--- src/rtl/sd_io_arbiter.sv ---
// Round-robin arbiter sharing the SD-card block-I/O host channel between the
// floppy track buffer (images 0/1) and the SCSI disk (image 2), one sector at a time.
module sd_io_arbiter #(
  parameter logic [23:0] TIMEOUT = 24'd16777215
) (
  input  logic        clk,
  input  logic        rst,
  input  logic [10:0] fl_lba,
  input  logic [1:0]  fl_rd,
  input  logic [1:0]  fl_wr,
  output logic        fl_busy,
  output logic        fl_done,
  output logic [8:0]  fl_addr,
  output logic        fl_data_en,
  output logic [7:0]  fl_data_in,
  input  logic [7:0]  fl_data_out,
  input  logic [31:0] sc_lba,
  input  logic        sc_rd,
  input  logic        sc_wr,
  output logic        sc_busy,
  output logic        sc_done,
  output logic [8:0]  sc_addr,
  output logic        sc_data_en,
  output logic [7:0]  sc_data_in,
  input  logic [7:0]  sc_data_out,
  output logic [31:0] sd_lba,
  output logic [2:0]  sd_rd,
  output logic [2:0]  sd_wr,
  input  logic        sd_ack,
  input  logic [8:0]  sd_buff_addr,
  input  logic [7:0]  sd_buff_dout,
  input  logic        sd_buff_wr,
  output logic [7:0]  sd_buff_din,
  output logic        err
);

  typedef enum logic [1:0] {IDLE, ISSUE, XFER, DONE} state_t;

  state_t      state;
  logic        owner;       // 1 = SCSI owns the channel
  logic        last_owner;
  logic        dir_wr;
  logic        armed;       // sd_ack has been seen low since the request was issued
  logic [23:0] cnt;

  logic       fl_pend;
  logic       sc_pend;
  logic       pick_sc;
  logic [2:0] fl_img_oh;
  logic       fl_dir;

  always_comb begin
    fl_pend = |(fl_rd | fl_wr);
    sc_pend = sc_rd | sc_wr;
    pick_sc = sc_pend && (!fl_pend || !last_owner);
    if (fl_rd[0] | fl_wr[0]) begin
      fl_img_oh = 3'b001;
      fl_dir    = fl_wr[0];
    end else begin
      fl_img_oh = 3'b010;
      fl_dir    = fl_wr[1];
    end
  end

  // Host requests are levels held until sd_ack rises; sd_ack stays high for the
  // whole sector and its fall ends the transfer.
  always_ff @(posedge clk) begin
    if (rst) begin
      state      <= IDLE;
      owner      <= 1'b0;
      last_owner <= 1'b1;
      dir_wr     <= 1'b0;
      armed      <= 1'b0;
      cnt        <= 24'd0;
      sd_lba     <= 32'd0;
      sd_rd      <= 3'd0;
      sd_wr      <= 3'd0;
      fl_busy    <= 1'b0;
      sc_busy    <= 1'b0;
      fl_done    <= 1'b0;
      sc_done    <= 1'b0;
      err        <= 1'b0;
    end else begin
      fl_done <= 1'b0;
      sc_done <= 1'b0;
      err     <= 1'b0;
      case (state)
        IDLE: begin
          if (fl_pend || sc_pend) begin
            owner <= pick_sc;
            cnt   <= 24'd0;
            armed <= 1'b0;
            state <= ISSUE;
            if (pick_sc) begin
              sc_busy <= 1'b1;
              sd_lba  <= sc_lba;
              dir_wr  <= sc_wr;
              sd_rd   <= sc_wr ? 3'b000 : 3'b100;
              sd_wr   <= sc_wr ? 3'b100 : 3'b000;
            end else begin
              fl_busy <= 1'b1;
              sd_lba  <= {21'd0, fl_lba};
              dir_wr  <= fl_dir;
              sd_rd   <= fl_dir ? 3'b000 : fl_img_oh;
              sd_wr   <= fl_dir ? fl_img_oh : 3'b000;
            end
          end
        end
        ISSUE, XFER: begin
          cnt <= cnt + 24'd1;
          if (cnt == TIMEOUT - 24'd1) begin
            sd_rd      <= 3'd0;
            sd_wr      <= 3'd0;
            fl_busy    <= 1'b0;
            sc_busy    <= 1'b0;
            fl_done    <= !owner;
            sc_done    <= owner;
            err        <= 1'b1;
            last_owner <= owner;
            state      <= IDLE;
          end else if (state == ISSUE) begin
            if (sd_ack && armed) begin
              sd_rd <= 3'd0;
              sd_wr <= 3'd0;
              state <= XFER;
            end else if (!sd_ack) begin
              armed <= 1'b1;
            end
          end else if (!sd_ack) begin
            fl_busy <= 1'b0;
            sc_busy <= 1'b0;
            fl_done <= !owner;
            sc_done <= owner;
            state   <= DONE;
          end
        end
        DONE: begin
          last_owner <= owner;
          state      <= IDLE;
        end
      endcase
    end
  end

  logic xfer_fl;
  logic xfer_sc;

  // Byte routing is combinational so host data reaches the owner with no latency.
  assign xfer_fl     = (state == XFER) && !owner;
  assign xfer_sc     = (state == XFER) && owner;
  assign fl_addr     = xfer_fl ? sd_buff_addr : 9'd0;
  assign sc_addr     = xfer_sc ? sd_buff_addr : 9'd0;
  assign fl_data_en  = xfer_fl && !dir_wr && sd_buff_wr;
  assign sc_data_en  = xfer_sc && !dir_wr && sd_buff_wr;
  assign fl_data_in  = (xfer_fl && !dir_wr) ? sd_buff_dout : 8'd0;
  assign sc_data_in  = (xfer_sc && !dir_wr) ? sd_buff_dout : 8'd0;
  assign sd_buff_din = ((state == XFER) && dir_wr) ? (owner ? sc_data_out : fl_data_out) : 8'd0;

endmodule
--- config.mk ---
export PLATFORM = sky130hd
export DESIGN_NAME = sd_io_arbiter
export DESIGN_NICKNAME = d
export VERILOG_FILES = /design/src/rtl/sd_io_arbiter.sv
export SDC_FILE = /design/constraint.sdc
export NUM_CORES = 1
export LEC_CHECK = 0
export CAP_MARGIN = 30
export CORE_MARGIN = 1
export CORE_UTILIZATION = 44
export DETAILED_ROUTE_END_ITERATION = 7
export GPL_ROUTABILITY_DRIVEN = 0
export GPL_TIMING_DRIVEN = 0
export PLACE_DENSITY = 0.87
export SLEW_MARGIN = 20
export SYNTH_ARGS = -nofsm -noshare
export SYNTH_HDL_FRONTEND = slang
export SYNTH_SLANG_ARGS = --single-unit
--- constraint.sdc ---
create_clock -name clk -period 2.8 [get_ports clk]
set_input_delay 0.42 -clock clk [delete_from_list [all_inputs] [get_ports clk]]
set_output_delay 0.42 -clock clk [all_outputs]
set_load 0.02 [all_outputs]
==> metrics.md <==
| Metric | Value |
|---|---|
| Power per Cell Area | 705 nW/µm² |
| Final setup fails | 0 |
| CP Launch Type | flop |
| IR Drop Worst-Case VDD | 0.421 mV |
| Signal arrival time at the worst endpoint | 2.25 ns |
| Outcome | completed |
| Clock root buffer | clkbuf_8 |
| Post-layout nets | 676 |
| H-tree depth | 3 |
| Commonest non-fill, non-tap cells in the layout | clkdlybuf4s50_1, dfxtp_1, nor2_1 |
| Row count | 32 |
| Max Fclk | 374 MHz |
| Worst-path clk slew | 0.07 ns |
| First-pass GRT wire length | 18200 µm |
| Min cycle time layout | 2.67 ns |
| Port buffer count | 172 |
| Tot GR Track Use | 27.6% |
| Worst skew pair latency | 0.35 ns |
| Post-Layout Cell Count | 691 |
| Die height | 91.2 µm |
| GRT overflow | 0 |
| Wire per inst | 16.5 µm |
| IO Count | 173 |
| Hold WC Path Type | reg2reg |
| Critical Path End Type | output port |
| Ratio of cells with drive above 1 in the final layout | 6.79% |
| Synth Flop Type | dfxtp_1 |
| Antenna Violating Nets Remaining | 0 |
| Crit Path Class | reg2out |
| Core ar. | 7730 µm² |
| CP max FO | 10 |
| Fin. max-slew vios | 0 |
| Area Overhead vs Synth | 58.9% |
| Sequential share of the synthesized area | 41.8% |
| N_diodes | 0 |
| Total CTS buffers | 9 |
| Mapped Cells | 400 |
| Vias in the first global route | 3738 |
| Synthesized cell area | 3500 µm² |
| Max Cap Violations | 0 |
| Placed insts | 674 |
| Total routed wirelength | 11400 µm |
| Sink Count | 73 |
| Synth Register Bits | 73 |
| Most common cell after layout, fill and taps aside | clkdlybuf4s50_1 |
| Vias | 3767 |
| DP Wirelength | 8730 µm |
| Die ar. | 8310 µm² |
| RSZ-0062 raised after global routing | no |
| P_leak | 0.00213 µW |
| Number of synthesized flops with an enable pin | 0 |
| Worst-Margin Slew | 0.774 ns |
| Part of the cycle the worst path needs | 95.5% |
| Max clock buf depth | 2 |
| Yosys warning count | 0 |
| Final hold viol count | 0 |
| Die Wd | 91.2 µm |
| Slew margin rel. | 48.4% |
| Initial antenna violation count | 0 |
| Drt first pass iters | 4 |
| Final Util | 72.0% |
| Syn Area/Cell | 8.75 µm² |
| Post-synth net total | 492 |
| Netlist cell types | 48 |
| CTS tree | done |
| Worst Path Required | 2.38 ns |
| Initial Util | 45.3% |
| Residual DRC count | 0 |
| Synth async-reset ratio | 0% |
| Initial DRC count | 253 |
| Clock skew | 0.00739 ns |
| Avg Vias per Cell | 5.45 |
| Largest net degree at the start of global routing | 13 |
[through the flow]
stage	cell area [µm²]	TNS, ns	setup slack (ns)	power, µW	hold slack, ns
floorplan	3500	0	0.893	2410	0.458
global placement	5350	0	0.0592	3100	0.455
detailed placement	5350	-0.0331	-0.0331	3150	0.456
CTS	5540	0	0.0164	3920	0.480
global route	5560	0	0.00777	4170	0.498
finish	5560	0	0.127	3920	0.479
[final timing paths]
check / depth (start not counted) / from / endpoint / slack, ns
min reg2reg: 1 / sd_lba[29] / sd_lba[29] / 0.48
min: 1 / sd_lba[29] / sd_lba[29] / 0.48
max reg2reg: 8 / state[1] / cnt[9] / 0.53
max: 4 / owner / sd_buff_din[0] / 0.13
[sequential cells by signal (all words and copies together), names as in the netlist]
signal	count
dir_wr	1
owner	1
err	1
fl_busy	1
sd_wr	3
sd_rd	3
cnt	24
sc_done	1
sc_busy	1
state	2
armed	1
last_owner	1
sd_lba	32
fl_done	1
[logic make-up (layout without fill, tap and decap cells)]
kind of cell,Yosys count,count (layout),synth area share [%]
compound gates,70,70,15.6
xor+xnor,22,22,5.51
buf+inv,28,217,3.47
fa+ha+maj,6,6,2.15
simple gates,190,190,28.4
flops,73,73,41.8
mux,11,11,3.15
[worst max-delay path, cell delays in order, from the launching register on]
cell	delay, ns
dfxtp_1	0.46
buf_1	0.54
mux2i_1	0.18
nor2_1	0.12
clkdlybuf4s50_1	0.61
[routing by layer]
metal	share of wire, %	routed length, µm	vias to the layer above	global-route usage (%)
met2	51	5760	185	49.1
met5	0	0	-	0
li1	-	-	1788	-
met4	3.1	353	0	13.8
met1	38	4370	1765	30.1
met3	7.8	886	29	7.29
[final cells by class]
type                            instances  area (µm²)
Buffer                                 23         104
Clock buffer                           11         151
Clock inverter                          5        30.0
Fill cell                             569        2170
Inverter                                5        18.8
Multi-Input combinational cell        299        1940
Sequential cell                        73        1460
Tap cell                              102         128
Timing Repair Buffer                  173        1730
[synthesized netlist by cell type (all sizes together), types with 2 or more instances]
cell type   n  share of area [%]
nor3        2               0.29
dfxtp      73                 42
buf        13                1.9
and4        6                1.5
nand2b      3               0.54
nand4      13                2.3
a22o       21                5.3
nor4        3               0.97
inv         5               0.54
ha          6                2.1
nand3      14                2.0
xor2       21                5.3
a211oi      3               0.64
a21oi       9                1.3
mux2i      11                3.1
a31oi       3               0.71
o21ai      11                1.9
and2       32                5.7
clkbuf     10                1.1
nor2b       6                1.1
and3       14                2.5
nor3b       3               0.79
nand2      37                4.0
nor2       53                5.8
a311oi     14                3.7
[power breakdown]
part	internal (µW)	switching, µW
registers	1220	119
clock network	365	381
logic	781	1060
total	2370	1560
[what timing repair did]
action | CTS | global route
endpoints found under the setup margin | 9 | 25
hold buffers | 0 | 0
buffers inserted | 0 | 1
hold endpoints to repair | 0 | 0
resized for setup | 5 | 5
Note: power is estimated with default switching activity, not from simulation.
